==> src/rtl/fp16_pkg.sv <==
// Shared FP16 (IEEE binary16) field layout, constants and field helpers.
package fp16_pkg;

    localparam int EXP_W  = 5;
    localparam int MANT_W = 10;
    localparam int BIAS   = 15;

    localparam logic [15:0] FP16_ZERO    = 16'h0000;
    localparam logic [14:0] FP16_MAX_MAG = 15'h7BFF;

    function automatic logic get_sign(input logic [15:0] x);
        return x[15];
    endfunction

    function automatic logic [EXP_W-1:0] get_exp(input logic [15:0] x);
        return x[14:10];
    endfunction

    function automatic logic [MANT_W-1:0] get_mant(input logic [15:0] x);
        return x[9:0];
    endfunction

    // Subnormals are flushed, so exponent field 0 means zero.
    function automatic logic is_zero(input logic [15:0] x);
        return x[14:10] == '0;
    endfunction

endpackage

==> src/rtl/fp16_add_core.sv <==
// Combinational FP16 adder: truncating alignment, no rounding,
// saturation to +-0x7BFF, flush of underflow and exact zero to +0.
module fp16_add_core
    import fp16_pkg::*;
(
    input  logic [15:0] a,
    input  logic [15:0] b,
    output logic [15:0] sum
);

    logic        swap;
    logic [15:0] op_l;
    logic [15:0] op_s;
    logic [4:0]  shift;
    logic [10:0] mant_l;
    logic [10:0] mant_s;

    // op_l is the larger magnitude; the smaller one is shifted toward it
    assign swap   = b[14:0] > a[14:0];
    assign op_l   = swap ? b : a;
    assign op_s   = swap ? a : b;
    assign shift  = get_exp(op_l) - get_exp(op_s);
    assign mant_l = {1'b1, get_mant(op_l)};
    assign mant_s = {1'b1, get_mant(op_s)} >> shift;

    logic [11:0]       raw;
    logic [3:0]        lead;
    logic [9:0]        norm;
    logic [9:0]        mant;
    logic signed [6:0] exp_res;

    // Add or subtract aligned mantissas, then renormalise and clamp
    always_comb begin
        raw     = '0;
        lead    = '0;
        norm    = '0;
        mant    = '0;
        exp_res = '0;
        sum     = FP16_ZERO;
        if (is_zero(a) && is_zero(b)) begin
            sum = FP16_ZERO;
        end else if (is_zero(a)) begin
            sum = b;
        end else if (is_zero(b)) begin
            sum = a;
        end else if (get_sign(op_l) == get_sign(op_s)) begin
            raw = {1'b0, mant_l} + {1'b0, mant_s};
            if (raw[11]) begin
                exp_res = 7'(get_exp(op_l)) + 7'd1;
                mant    = raw[10:1];
            end else begin
                exp_res = 7'(get_exp(op_l));
                mant    = raw[9:0];
            end
            if (exp_res >= 7'sd31)
                sum = {get_sign(op_l), FP16_MAX_MAG};
            else
                sum = {get_sign(op_l), exp_res[4:0], mant};
        end else begin
            raw = {1'b0, mant_l} - {1'b0, mant_s};
            if (raw != '0) begin
                for (int i = 0; i < 11; i++)
                    if (raw[i]) lead = 4'(10 - i);
                norm    = 10'(raw[10:0] << lead);
                exp_res = 7'(get_exp(op_l)) - 7'(lead);
                if (exp_res > 7'sd0)
                    sum = {get_sign(op_l), exp_res[4:0], norm};
            end
        end
    end

endmodule

==> src/rtl/fp16_mac_unit.sv <==
// Streaming FP16 dot-product stage: registered multiply, then accumulate
// through fp16_add_core. Output backpressure freezes the whole pipeline.
module fp16_mac_unit
    import fp16_pkg::*;
(
    input  logic        clk,
    input  logic        rst_n,
    input  logic        in_valid,
    output logic        in_ready,
    input  logic [15:0] in_a,
    input  logic [15:0] in_b,
    input  logic        in_last,
    output logic        out_valid,
    input  logic        out_ready,
    output logic [15:0] out_sum,
    output logic        busy
);

    logic        adv;
    logic        p_val;
    logic        p_last;
    logic [15:0] p_prod;
    logic [15:0] acc;
    logic        acc_nonempty;
    logic [15:0] add_res;

    assign adv      = ~out_valid | out_ready;
    assign in_ready = adv;
    assign busy     = p_val | acc_nonempty;

    logic [11:0]       prod_top;
    logic signed [6:0] mul_exp;
    logic [9:0]        mul_mant;
    logic [15:0]       mul_res;

    // Truncating multiplier; exp field 31 is an ordinary value and saturates
    always_comb begin
        prod_top = 12'((22'({1'b1, get_mant(in_a)}) * 22'({1'b1, get_mant(in_b)})) >> 10);
        mul_exp  = 7'(get_exp(in_a)) + 7'(get_exp(in_b)) - 7'(BIAS)
                 + (prod_top[11] ? 7'd1 : 7'd0);
        mul_mant = prod_top[11] ? prod_top[10:1] : prod_top[9:0];
        mul_res  = {get_sign(in_a) ^ get_sign(in_b), mul_exp[4:0], mul_mant};
        if (is_zero(in_a) || is_zero(in_b) || mul_exp <= 7'sd0)
            mul_res = FP16_ZERO;
        else if (mul_exp >= 7'sd31)
            mul_res = {get_sign(in_a) ^ get_sign(in_b), FP16_MAX_MAG};
    end

    // Stage 1: capture the product of the accepted element
    always_ff @(posedge clk or negedge rst_n) begin
        if (!rst_n) begin
            p_val  <= 1'b0;
            p_last <= 1'b0;
            p_prod <= FP16_ZERO;
        end else if (adv) begin
            p_val  <= in_valid;
            p_last <= in_last;
            p_prod <= mul_res;
        end
    end

    fp16_add_core u_add (
        .a   (acc),
        .b   (p_prod),
        .sum (add_res)
    );

    // Stage 2: accumulate, or emit the finished sum and restart at +0
    always_ff @(posedge clk or negedge rst_n) begin
        if (!rst_n) begin
            acc          <= FP16_ZERO;
            acc_nonempty <= 1'b0;
            out_valid    <= 1'b0;
            out_sum      <= FP16_ZERO;
        end else if (adv) begin
            out_valid <= p_val & p_last;
            if (p_val) begin
                if (p_last) begin
                    out_sum      <= add_res;
                    acc          <= FP16_ZERO;
                    acc_nonempty <= 1'b0;
                end else begin
                    acc          <= add_res;
                    acc_nonempty <= 1'b1;
                end
            end
        end
    end

endmodule

==> config.mk <==
export PLATFORM = sky130hd
export DESIGN_NAME = fp16_mac_unit
export DESIGN_NICKNAME = d
export VERILOG_FILES = /design/src/rtl/fp16_pkg.sv /design/src/rtl/fp16_add_core.sv /design/src/rtl/fp16_mac_unit.sv
export SDC_FILE = /design/constraint.sdc
export NUM_CORES = 1
export LEC_CHECK = 0
export ABC_AREA = 1
export CORE_ASPECT_RATIO = 0.9
export CORE_MARGIN = 3
export CORE_UTILIZATION = 50
export CTS_CLUSTER_DIAMETER = 40
export DETAILED_ROUTE_END_ITERATION = 8
export HOLD_SLACK_MARGIN = 0.03
export MAX_ROUTING_LAYER = met4
export PLACE_DENSITY_LB_ADDON = 0.1
export SETUP_SLACK_MARGIN = 0.15
export SLEW_MARGIN = 40
export SYNTH_ARGS = -nofsm -noshare
export SYNTH_HDL_FRONTEND = slang
export SYNTH_SLANG_ARGS = --single-unit
export TNS_END_PERCENT = 100
==> constraint.sdc <==
create_clock -name clk -period 7.4 [get_ports clk]
set_clock_uncertainty 0.05 [all_clocks]
set_input_delay 1.48 -clock clk [delete_from_list [all_inputs] [get_ports clk]]
set_output_delay 1.48 -clock clk [all_outputs]
set_load 0.02 [all_outputs]
; After elaboration in Yosys (flattened, before gate mapping)
; Cells that the tools add are included.
[classes]
add_sub_neg = 8
n_mul = 1
magnitude_cmp = 5
n_eq_ne = 1
n_shift = 2
mux = 37
bitwise_logic = 5
n_reduce_logical = 10
[ops]
columns = operator, count
row1 = 2-to-1 mux 16 bit, 10
row2 = 2-to-1 mux 4 bit, 16
row3 = 2-to-1 mux 7 bit, 5
row4 = 2-to-1 mux 15 bit, 2
row5 = multiplier 11 x 11 -> 22 bit, 1
row6 = logical NOT 5 bit, 4
row7 = 2-to-1 mux 10 bit, 2
row8 = > comparator 15 bit, 1
row9 = "greater-or-equal comparator 7 x 6 -> 1 bit, second input constant", 2
row10 = adder 11 x 11 -> 12 bit, 1
row11 = nonzero test 12 bit, 1
row12 = subtractor 11 x 11 -> 12 bit, 1
row13 = left shift 11 x 4 -> 10 bit, 1
row14 = >> shifter 11 x 5 -> 11 bit, 1
row15 = adder 7 x 1 -> 7 bit, 1
row16 = "> comparator 7 x 1 -> 1 bit, second input constant", 1
row17 = "<= comparator 7 x 1 -> 1 bit, second input constant", 1
row18 = "subtractor 6 x 4 -> 7 bit, second input constant", 1
row19 = "adder 5 x 1 -> 6 bit, second input constant", 1
row20 = adder 5 x 5 -> 6 bit, 1
row21 = subtractor 5 x 4 -> 6 bit, 1
row22 = subtractor 5 bit, 1
row23 = AND reduction 3 bit, 1
row24 = logical OR 1 bit, 2
row25 = other kinds (8), 10
[word_totals]
reg_bits = 52
in_bits = 37

; Logic depth before layout (Yosys ltp)
; Gate-level depths: netlist (run 1).
[depth]
word_depth = 30
mapped_depth = 57
ltp_nobuf = 57

; Modules after synthesis
; A second synthesis (run 1) with hierarchy kept.
[unflattened]
cells_unflattened = 1607
area_unflattened_um2 = 10397.5
[by_module_without_submodules]
columns = module, n_inst, cells_each, area_per_inst_um2
row1 = fp16_mac_unit, 1, 895, 6667.6
row2 = fp16_add_core, 1, 712, 3729.8

; Worst setup path after synthesis (run 1)
; Ideal clock, no wire load.
[synth_timing]
path_kind = input -> register
from = input in_a[1]
to = register p_prod[12]
setup_ps = 85
arrival_ps = 7973
slack_ps = -708
stages = 39
path_buffers = 3
cell_sequence = clkbuf_1 nand2_1 inv_1 fa_1 inv_1 fa_1 inv_1 fa_1 inv_1 fa_1 inv_1 fa_1 ha_1 a21oi_1 o21ai_0 o21bai_1 nand2_1 nand2_1 [3 not listed] ha_1 inv_1 ha_1 fa_1 a21oi_1 nor2_1 nor2_1 nor2_1 inv_1 nand2_1 inv_1 nor2_1 a31oi_1 nand3_1 nor2_1 clkbuf_1 o21ai_0 o21ai_0
[synth_between]
elab_chain_cells = 6
word_cells_on_any_way = 8
cone_classes = add/sub (1) / mul (1) / order compare (2) / mux (3) / reduce/logical (1)
[synth_lines]
columns = element, line_no
row1 = start: declaration, fp16_mac_unit.sv:10  ; input logic [15:0] in_a,
row2 = multiplier 11 x 11 -> 22 bit *, fp16_mac_unit.sv:38  ; prod_top = 12'((22'({1'b1, get_mant(in_a)}) * 22'({1'b1, get_mant(in_b)})) >> 10);
row3 = 2-to-1 mux 1 bit *, fp16_mac_unit.sv:40  ; + (prod_top[11] ? 7'd1 : 7'd0);
row4 = adder 7 x 1 -> 7 bit *, fp16_mac_unit.sv:40
row5 = greater-or-equal comparator 7 x 6 -> 1 bit or <= comparator 7 x 1 -> 1 bit (tied branches), "fp16_mac_unit.sv:45, fp16_mac_unit.sv:43"
row6 = 2-to-1 mux 15 bit or logical OR 1 bit (tied branches), "fp16_mac_unit.sv:45, fp16_mac_unit.sv:43"
row7 = 2-to-1 mux 16 bit *, fp16_mac_unit.sv:43  ; if (is_zero(in_a) || is_zero(in_b) || mul_exp <= 7'sd0)
row8 = end signal: assignment, fp16_mac_unit.sv:58  ; p_prod <= mul_res;
row9 = end: declaration, fp16_mac_unit.sv:22  ; logic [15:0] p_prod;
; Every way passes the cells marked *; elsewhere a longest branch is shown, timed or not.
; A chain may end at the register's enable or synchronous reset.

; Worst setup path after layout (run 1)
[layout_timing]
from = input in_b[7]
to = register p_prod[14]
[layout_between]
elab_chain_cells = 6
word_cells_on_any_way = 8
cone_classes = add/sub (1) / mul (1) / order compare (2) / mux (3) / reduce/logical (1)
[layout_lines]
columns = element, line_no
row1 = start: declaration, fp16_mac_unit.sv:11  ; input logic [15:0] in_b,
row2 = multiplier 11 x 11 -> 22 bit *, fp16_mac_unit.sv:38
row3 = 2-to-1 mux 1 bit *, fp16_mac_unit.sv:40
row4 = adder 7 x 1 -> 7 bit *, fp16_mac_unit.sv:40
row5 = greater-or-equal comparator 7 x 6 -> 1 bit or <= comparator 7 x 1 -> 1 bit (tied branches), "fp16_mac_unit.sv:45, fp16_mac_unit.sv:43"
row6 = 2-to-1 mux 15 bit or logical OR 1 bit (tied branches), "fp16_mac_unit.sv:45, fp16_mac_unit.sv:43"
row7 = 2-to-1 mux 16 bit *, fp16_mac_unit.sv:43
; Marked as above.

==> results.yml, run 1 <==
run_status:
  outcome: "complete, but fails checks"
  violations: "setup timing"
synth:
  yosys-top-cells-count: "432 x nand2_1, 278 x inv_1, 107 x ha_1"
  synth_area_leaders: "fa_1 16%, nand2_1 16%, ha_1 13%"
  synth_top_area_share_pct: 16.4
  yosysTopAreaCell: "fa_1"
  seq_area_frac_synth_pct: 12.8
  yosysMostFrequentCell: "nand2_1"
  synth_nets: 1738
  synth-edff-count: 0
  postSynth.asyncResetShare_pct: 100
  synth_ff_type: "dfrtp_1"
  ys_types: 50
  syn_area_per_cell_sq_um: 6.71
  ys_ff_latch: 52
  yosys_warnings: 0
  syn_area_sq_mm: 0.0101
  synthCells: 1511
floorplan:
  dieWidth_microns: 156
  initial_core_util_pct: 51.9
  rows: 48
  die-area_sq_mm: 0.0220
  io_pins: 56
  core_area_sq_mm: 0.0195
  die_y_microns: 141
timing:
  min_period_ns: 7.51
  drv_slew: 0
  tightest_slew_ns: 0.891
  post-route-period-util_pct: 101
  finalHoldViolCount: 0
  relSlewSlack_pct: 40.4
  fmax_mhz: 133
  hold_ws_ns: 0.432
  grt_setup_unrepaired: "yes"
  setup_viol: 16
  fin_ws_ns: -0.106
  setup_tns_ns: -1.24
routing:
  totalWireLength_microns: 30800
  num_vias: 10700
  wl_per_cell_microns: 15.5
  ant_nets: 0
  dr.pass1.iters: 5
  drcViolationCount: 0
  drt-initial-drc-count: 1023
  vias_per_cell: 5.41
setup_path:
  crit_top_cell: "fa_1"
  cp_num_buf_inv: 8
  startpoint: "in_b[7]"
  cp.required_ns: 7.55
  rr_startpoint: "acc[5]$_DFFE_PN0P_"
  r2r_slack_ns: 0.58
  cp-start-kind: "input pin"
  crit_fanout: 4
  rr_endpoint: "acc[8]$_DFFE_PN0P_"
  path_class: "in -> reg"
  crit_path_end_kind: "flip-flop"
  cp.arrival_ns: 7.65
  rr_worst_depth: 51
  slowest_delay_ns: 0.60
  cp_slowest_cell: "fa_1"
  cpLargestDelayFamily: "adder cells"
clock_tree:
  cts_num_sinks: 52
  cts_root_buf: "clkbuf_16"
  clk-insertion-delay-late_ns: 0.29
  h-tree-depth: 2
  cts_buffers: 5
  clkTransAtPathRegs_ns: 0.07
  postCtsHoldBufs: 0
  cts_tree: "yes"
  cts.path.max_buffers: 2
global_routing:
  grt_first_pass_wirelength_microns: 49300
  grt_max_degree: 53
  grt_pass1_vias: 10200
  grt_antenna_before_repair: 0
  grtUsageTotal_pct: 28.1
  grt_overflow_total: 0
min_path:
  holdPathStages: 2
  whs_endpoint: "out_sum[9]$_DFFE_PN0P_"
  min_from: "out_sum[9]$_DFFE_PN0P_"
  min_path_type: "reg -> reg"
layout:
  diodes: 0
  multi_input_area_sq_mm: 0.00812
  synthToLayoutAreaGrowth_pct: 30.9
  layout.nets: 1964
  drive_gt1_share_pct: 24.5
  seq_area_sq_mm: 0.00131
  fillers: 1664
flow_run:
  drv_cap: 0
place:
  place_congestion: 0.954
  place_hpwl_microns: 23500
  port_buffers: 55
## routing by layer
layer	wire, microns	GRT usage [%]	vias to the layer above
li1	-	-	5230
met1	14200	41.5	5068
met2	13800	42.8	405
met3	2280	2.98	44
met4	501	4.32	0
met5	0	-	-
## metrics by stage
step,setup slack (ns),cell area (sq um),utilization [%],std cells
2_1_floorplan,-0.0874,10400,-,1511
3_3_place_gp,-0.737,11900,61.0,1897
3_5_place_dp,-0.832,11900,61.0,1897
4_1_cts,-0.0609,12600,64.5,1962
5_1_grt,-0.498,13300,68.0,1988
6_report,-0.106,13300,68.0,1988
## final cells by class
type,count,area share [%]
clock inverters,3,0.321
flip-flops and latches,52,9.84
inverters,288,8.21
repair buffers,273,17.1
multi-input cells,1117,61.2
clock buffers,5,0.943
well taps,250,2.36
## cell families after synthesis
family	Yosys count	synth area share (%)
buf+inv	342	13.2
fa+ha+maj	190	29.6
mux	1	0.0988
simple gates	674	29.6
flops	52	12.8
compound gates	218	11.8
xor+xnor	34	2.94
## sequential cells by signal, indices dropped and copies added (netlist names)
signal,cells
p_prod,16
p_last,1
p_val,1
out_sum,16
acc_nonempty,1
acc,16
out_valid,1
## how the worst max path moves through the flow
stage	endpoint	slack (ns)	cells past startpoint
floorplan	p_prod[12]$_DFFE_PN0N_	-0.09	39
global placement	p_prod[5]$_DFFE_PN0N_	-0.74	32
detailed placement	p_prod[0]$_DFFE_PN0N_	-0.83	39
CTS	p_prod[0]$_DFFE_PN0N_	-0.06	39
global route	p_prod[0]$_DFFE_PN0N_	-0.50	35
finish	p_prod[14]$_DFFE_PN0N_	-0.11	34
## cell usage in the layout, fill, tap and decap left out, types with 7 or more instances in the layout
| cell type | instances |
|---|---|
| nor2_1 | 43 |
| ha_4 | 19 |
| o21ai_2 | 7 |
| o21ai_1 | 36 |
| inv_2 | 30 |
| ha_1 | 85 |
| nand2_1 | 405 |
| nand3_2 | 8 |
| a21oi_1 | 59 |
| fa_2 | 9 |
| buf_6 | 24 |
| nand2_4 | 8 |
| inv_1 | 252 |
| nand2_2 | 33 |
| clkbuf_16 | 7 |
| buf_4 | 188 |
| nor3_1 | 11 |
| xor2_1 | 28 |
| nor2_2 | 14 |
| fa_1 | 74 |
| dfrtp_1 | 49 |
| o21ai_0 | 69 |
| a21oi_2 | 15 |
| clkdlybuf4s50_1 | 36 |
| nand3_1 | 98 |
| buf_2 | 15 |
| nand4_1 | 29 |
## what timing repair did
| action | CTS | global route |
|---|---|---|
| pin swaps | 46 | 84 |
| resized for setup | 108 | 135 |
| buffers inserted | 51 | 24 |
| cloned | 6 | 2 |
| setup endpoints to repair | 16 | 48 |
## tightest hold or removal path: stages (launching register included)
cell	delay, ns
dfrtp_1	0.35
nand2_1	0.05
nand2_1	0.05
Power of run 1 is left out: the tool's default activity adds up to more than one toggle a clock period on the data nets, which glitch-free logic cannot reach.
==> inputs of run 2 (changes only) <==
GPL_TIMING_DRIVEN = 0   (was default)
==> run 2 against run 1 <==
  * The run still ends with setup timing left
  * Cell count fell by 2.4%
  * Worst hold slack barely moved
  * Clock-buffer cell count did not move
  * Critical path depth rose by 7
  * Sequential share of layout area rose by 0.094 points
  * Final area fell by 1.1%
  * Sequential cell count did not move
  * Routed wire length rose by 0.77%
  * Utilization fell by 0.77 points
  * Register-to-register slack got worse by 0.16 ns
  * Non-clock buffer count fell by 48
  * Critical path type unchanged
  * Critical endpoint is now p_prod[0]$_DFFE_PN0N_
==> results.yml, run 2 (synthesis gave the netlist of run 1 again) <==
run_status:
  outcome: "complete, but fails checks"
  violations: "setup timing"
place:
  port_buffers: 55
  place_hpwl_microns: 22600
  place_congestion: 0.989
timing:
  setup_viol: 16
  tightest_slew_ns: 0.792
  fmax_mhz: 128
  post-route-period-util_pct: 106
  min_period_ns: 7.84
  grt_setup_unrepaired: "yes"
  drv_slew: 0
  finalHoldViolCount: 0
  relSlewSlack_pct: 46.6
  fin_ws_ns: -0.437
setup_path:
  path_class: "in -> reg"
  cpLargestDelayFamily: "adder cells"
  cp_num_buf_inv: 13
  cp.arrival_ns: 8.01
  cp.depth: 41
  rr_worst_depth: 48
  r2r_slack_ns: 0.42
  crit_path_end_kind: "flip-flop"
  cp-start-kind: "input pin"
  crit_fanout: 5
  cp.required_ns: 7.57
  crit_top_cell: "fa_2"
  cp_slowest_cell: "fa_2"
  rr_startpoint: "p_prod[13]$_DFFE_PN0N_"
  rr_endpoint: "out_sum[3]$_DFFE_PN0P_"
  slowest_delay_ns: 0.57
floorplan:
  dieWidth_microns: 156
  io_pins: 56
  die-area_sq_mm: 0.0220
  initial_core_util_pct: 51.9
  die_y_microns: 141
  core_area_sq_mm: 0.0195
  rows: 48
layout:
  finish.utilization_pct: 67.2
  multi_input_area_sq_mm: 0.00829
  fillers: 1720
  final_common_cell: "nand2_1"
  layout.nets: 1916
  final_cell_mix: "404 x nand2_1, 257 x inv_1, 101 x buf_4"
  seq_area_sq_mm: 0.00130
  largestRegisters: "acc: 16 flops, out_sum: 16 flops, p_prod: 16 flops"
  synthToLayoutAreaGrowth_pct: 29.4
  diodes: 0
  drive_gt1_share_pct: 22.4
routing:
  totalWireLength_microns: 31000
  drcViolationCount: 0
  ant_nets: 0
  drt-initial-drc-count: 965
  wl_per_cell_microns: 16.0
  dr.pass1.iters: 6
  vias_per_cell: 5.51
  num_vias: 10700
global_routing:
  grt_overflow_total: 0
  grt_antenna_before_repair: 0
  grtUsageTotal_pct: 28.3
  grt_pass1_vias: 10000
  grt_max_degree: 30
  grt_first_pass_wirelength_microns: 49300
flow_run:
  drv_cap: 0
clock_tree:
  clk-insertion-delay-late_ns: 0.30
  cts_buffers: 5
  h-tree-depth: 2
  cts_tree: "yes"
  cts.path.max_buffers: 2
  cts_num_sinks: 52
  cts_root_buf: "clkbuf_16"
  clkTransAtPathRegs_ns: 0.08
min_path:
  min_from: "out_sum[7]$_DFFE_PN0P_"
  min_path_type: "reg -> reg"
  holdPathStages: 2
  whs_endpoint: "out_sum[7]$_DFFE_PN0P_"
run 2: cell count changes in the layout (fill, tap and decap cells not counted), moves of 6 or more:
| cell | before | now |
|---|---|---|
| buf_8 | 1 | 10 |
| nand3_2 | 8 | 15 |
| nand3_1 | 98 | 91 |
| o21ai_2 | 7 | 15 |
| nor2_1 | 43 | 49 |
| buf_6 | 24 | 16 |
| buf_4 | 188 | 101 |
| clkbuf_8 | 0 | 13 |
| clkbuf_1 | 0 | 17 |
run 2: per-layer routing:
layer,global-route usage (%),vias to the layer above,share of wire [%]
li1,-,5132,-
met1,42.5,5110,47
met2,42.5,408,45
met3,2.73,40,7.2
met4,3.86,0,1.4
met5,-,-,0
run 2: worst max path at each step:
stage                                         to    start  slack (ns)
after global routing       p_prod[8]$_DFFE_PN0N_  in_a[7]       -0.75
final                      p_prod[0]$_DFFE_PN0N_  in_a[1]       -0.44
after detailed placement  p_prod[13]$_DFFE_PN0N_  in_b[7]       -1.34
after floorplan           p_prod[12]$_DFFE_PN0N_  in_b[9]       -0.09
after CTS                 p_prod[14]$_DFFE_PN0N_  in_a[1]       -0.29
after global placement    p_prod[13]$_DFFE_PN0N_  in_b[7]       -1.42
run 2: final cells by class:
type / instances / share of cell area (%)
Multi-Input combinational cell: 1117 / 63.2
Timing Repair Buffer: 171 / 11.2
Sequential cell: 52 / 9.93
Inverter: 288 / 8.30
Buffer: 54 / 3.88
Tap cell: 250 / 2.39
Clock buffer: 5 / 0.954
Clock inverter: 3 / 0.162
run 2: worst reg2reg max path, delay by kind of cell, from the launching register on:
kind                     cells  cell delay, ns
AO/OA/AOI/OAI               10            1.34
buffers and inverters        7            0.69
AND/OR/NAND/NOR             23            2.15
XOR/XNOR                     2            0.50
flip-flops                   1            0.43
adder cells (fa/ha/maj)      6            1.77
run 2: per-stage QoR:
stage | setup WS [ns] | hold slack [ns] | setup TNS (ns) | std cells | area, sq um
after floorplan | -0.0874 | 0.421 | -0.759 | 1511 | 10400
after global placement | -1.42 | 0.415 | -42.11 | 1816 | 11300
after detailed placement | -1.34 | 0.415 | -42.83 | 1817 | 11300
after CTS | -0.289 | 0.435 | -4.15 | 1908 | 12400
after global routing | -0.746 | 0.454 | -10.94 | 1940 | 13100
final | -0.437 | 0.432 | -6.21 | 1940 | 13100
run 2: timing repair:
action | 4_1_cts | 5_1_grt
hold buffers | 0 | 0
resized for setup | 155 | 150
pin swaps | 60 | 80
buffers inserted | 75 | 31
setup endpoints to repair | 48 | 48
gates cloned | 8 | 1
Power of run 2 is left out for the same reason.
==> inputs of run 3 (changes only) <==
SLEW_MARGIN = 0   (was 40)
==> run 3 against run 2 <==
  * The run still ends with setup timing left
  * Cell count is 0.98% higher
  * Via count is 0.11% higher
  * Clock-buffer cell count stayed put
  * Critical endpoint is now p_prod[13]$_DFFE_PN0N_
  * Highest routed layer unchanged
==> results.yml, run 3 (synthesis gave the netlist of run 1 again) <==
global_routing:
  grtUsageTotal_pct: 28.2
  grt_antenna_before_repair: 0
  grt_overflow_total: 0
  grt_first_pass_wirelength_microns: 49100
  use_met2_pct: 42.3
  grt_max_degree: 30
  grt_pass1_vias: 10000
  grt_busiest_layer: "met2"
  use_met1_pct: 41.2
  grt_use_met3_pct: 4.17
setup_path:
  cp-start-kind: "input pin"
  crit_top_cell: "fa_2"
  cp_num_buf_inv: 11
  cp.arrival_ns: 7.92
  crit_fanout: 5
  slowest_delay_ns: 0.58
  cp_slowest_cell: "fa_2"
  cpLargestDelayFamily: "adder cells"
  path_class: "in -> reg"
  cp.required_ns: 7.57
  crit_path_end_kind: "flip-flop"
layout:
  synthToLayoutAreaGrowth_pct: 32.8
  final_cell_mix: "396 x nand2_1, 252 x inv_1, 118 x buf_4"
  diodes: 0
  largestRegisters: "acc: 16 flops, out_sum: 16 flops, p_prod: 16 flops"
  stdcell_count: 1959
  final_common_cell: "nand2_1"
  fin_area_sq_mm: 0.0135
  drive_gt1_share_pct: 24.5
  layout.nets: 1935
place:
  place_area_sq_mm: 0.0113
  place_hpwl_microns: 22600
  place_congestion: 0.989
  dp.cells: 1817
  pre_cts_slack_ns: -1.36
  port_buffers: 55
run_status:
  violations: "setup timing"
  outcome: "complete, but fails checks"
clock_tree:
  cts_buffers: 5
  cts_num_sinks: 52
  cts_root_buf: "clkbuf_16"
  cts_tree: "yes"
  clk-insertion-delay-late_ns: 0.30
  cts.path.max_buffers: 2
  h-tree-depth: 2
  clkTransAtPathRegs_ns: 0.07
routing:
  wl_per_cell_microns: 16.2
  vias_per_cell: 5.46
  drt-initial-drc-count: 1044
  drcViolationCount: 0
  num_vias: 10700
  dr.pass1.iters: 5
  ant_nets: 0
  totalWireLength_microns: 31700
timing:
  finalHoldViolCount: 0
  setup_viol: 16
  drv_slew: 0
  min_period_ns: 7.75
  relSlewSlack_pct: 31.6
  hold_ws_ns: 0.432
  tightest_slew_ns: 1.01
  post-route-period-util_pct: 105
  grt_setup_unrepaired: "yes"
  fin_ws_ns: -0.349
  fmax_mhz: 129
floorplan:
  io_pins: 56
  rows: 48
  core_area_sq_mm: 0.0195
  die_y_microns: 141
  die-area_sq_mm: 0.0220
  initial_core_util_pct: 51.9
  dieWidth_microns: 156
flow_run:
  drv_cap: 0
min_path:
  min_path_type: "reg -> reg"
==> run 3: cell count changes in the layout (fill, tap and decap cells not counted), sizes merged <==
cell	delta
clkbuf	-10
buf	+31
dlygate4sd2	-1
clkdlybuf4s15	-1
==> run 3: worst min-delay path: cells and delay by family (launching register included) <==
family | cells | cell delay, ns
flip-flops | 1 | 0.34
AND/OR/NAND/NOR | 2 | 0.10
==> run 3: path summary, 6_finish.rpt <==
kind	cells past startpoint	slack, ns	from	endpoint
worst max-delay path	39	-0.35	in_b[5]	p_prod[13]$_DFFE_PN0N_
worst min-delay path	2	0.43	out_sum[8]$_DFFE_PN0P_	out_sum[8]$_DFFE_PN0P_
worst max register to register	46	0.38	acc[14]$_DFFE_PN0P_	out_sum[13]$_DFFE_PN0P_
worst min register to register	2	0.43	out_sum[8]$_DFFE_PN0P_	out_sum[8]$_DFFE_PN0P_
max in group asynchronous	2	5.59	rst_n	p_prod[14]$_DFFE_PN0N_
min in group asynchronous	1	1.13	rst_n	out_sum[1]$_DFFE_PN0P_
==> run 3: cell type report <==
class | count | area (sq um)
Buffer | 54 | 518
Clock buffer | 5 | 125
Clock inverter | 3 | 21.3
Fill cell | 1653 | 6060
Inverter | 288 | 1090
Multi-Input combinational cell | 1117 | 8420
Sequential cell | 52 | 1300
Tap cell | 250 | 313
Timing Repair Buffer | 190 | 1670
==> run 3: layer usage <==
metal	up-vias	wire length, microns
li1	5167	-
met1	5055	14400
met2	435	14400
met3	45	2490
met4	0	458
met5	-	0
==> run 3: stage by stage <==
step                utilization (%)  setup TNS [ns]
CTS                            63.0           -4.71
global route                   69.0          -11.00
finish                         69.0           -4.92
floorplan                         -          -0.759
global placement               57.7          -42.11
detailed placement             57.8          -42.29
==> run 3: timing repair <==
item,4_1_cts,5_1_grt
setup buffers,68,59
resized for setup,148,225
hold buffers,0,0
gates cloned,7,0
pin swaps,45,101
hold endpoints to repair,0,0
setup endpoints to repair,48,48
Power of run 3 is left out for the same reason.
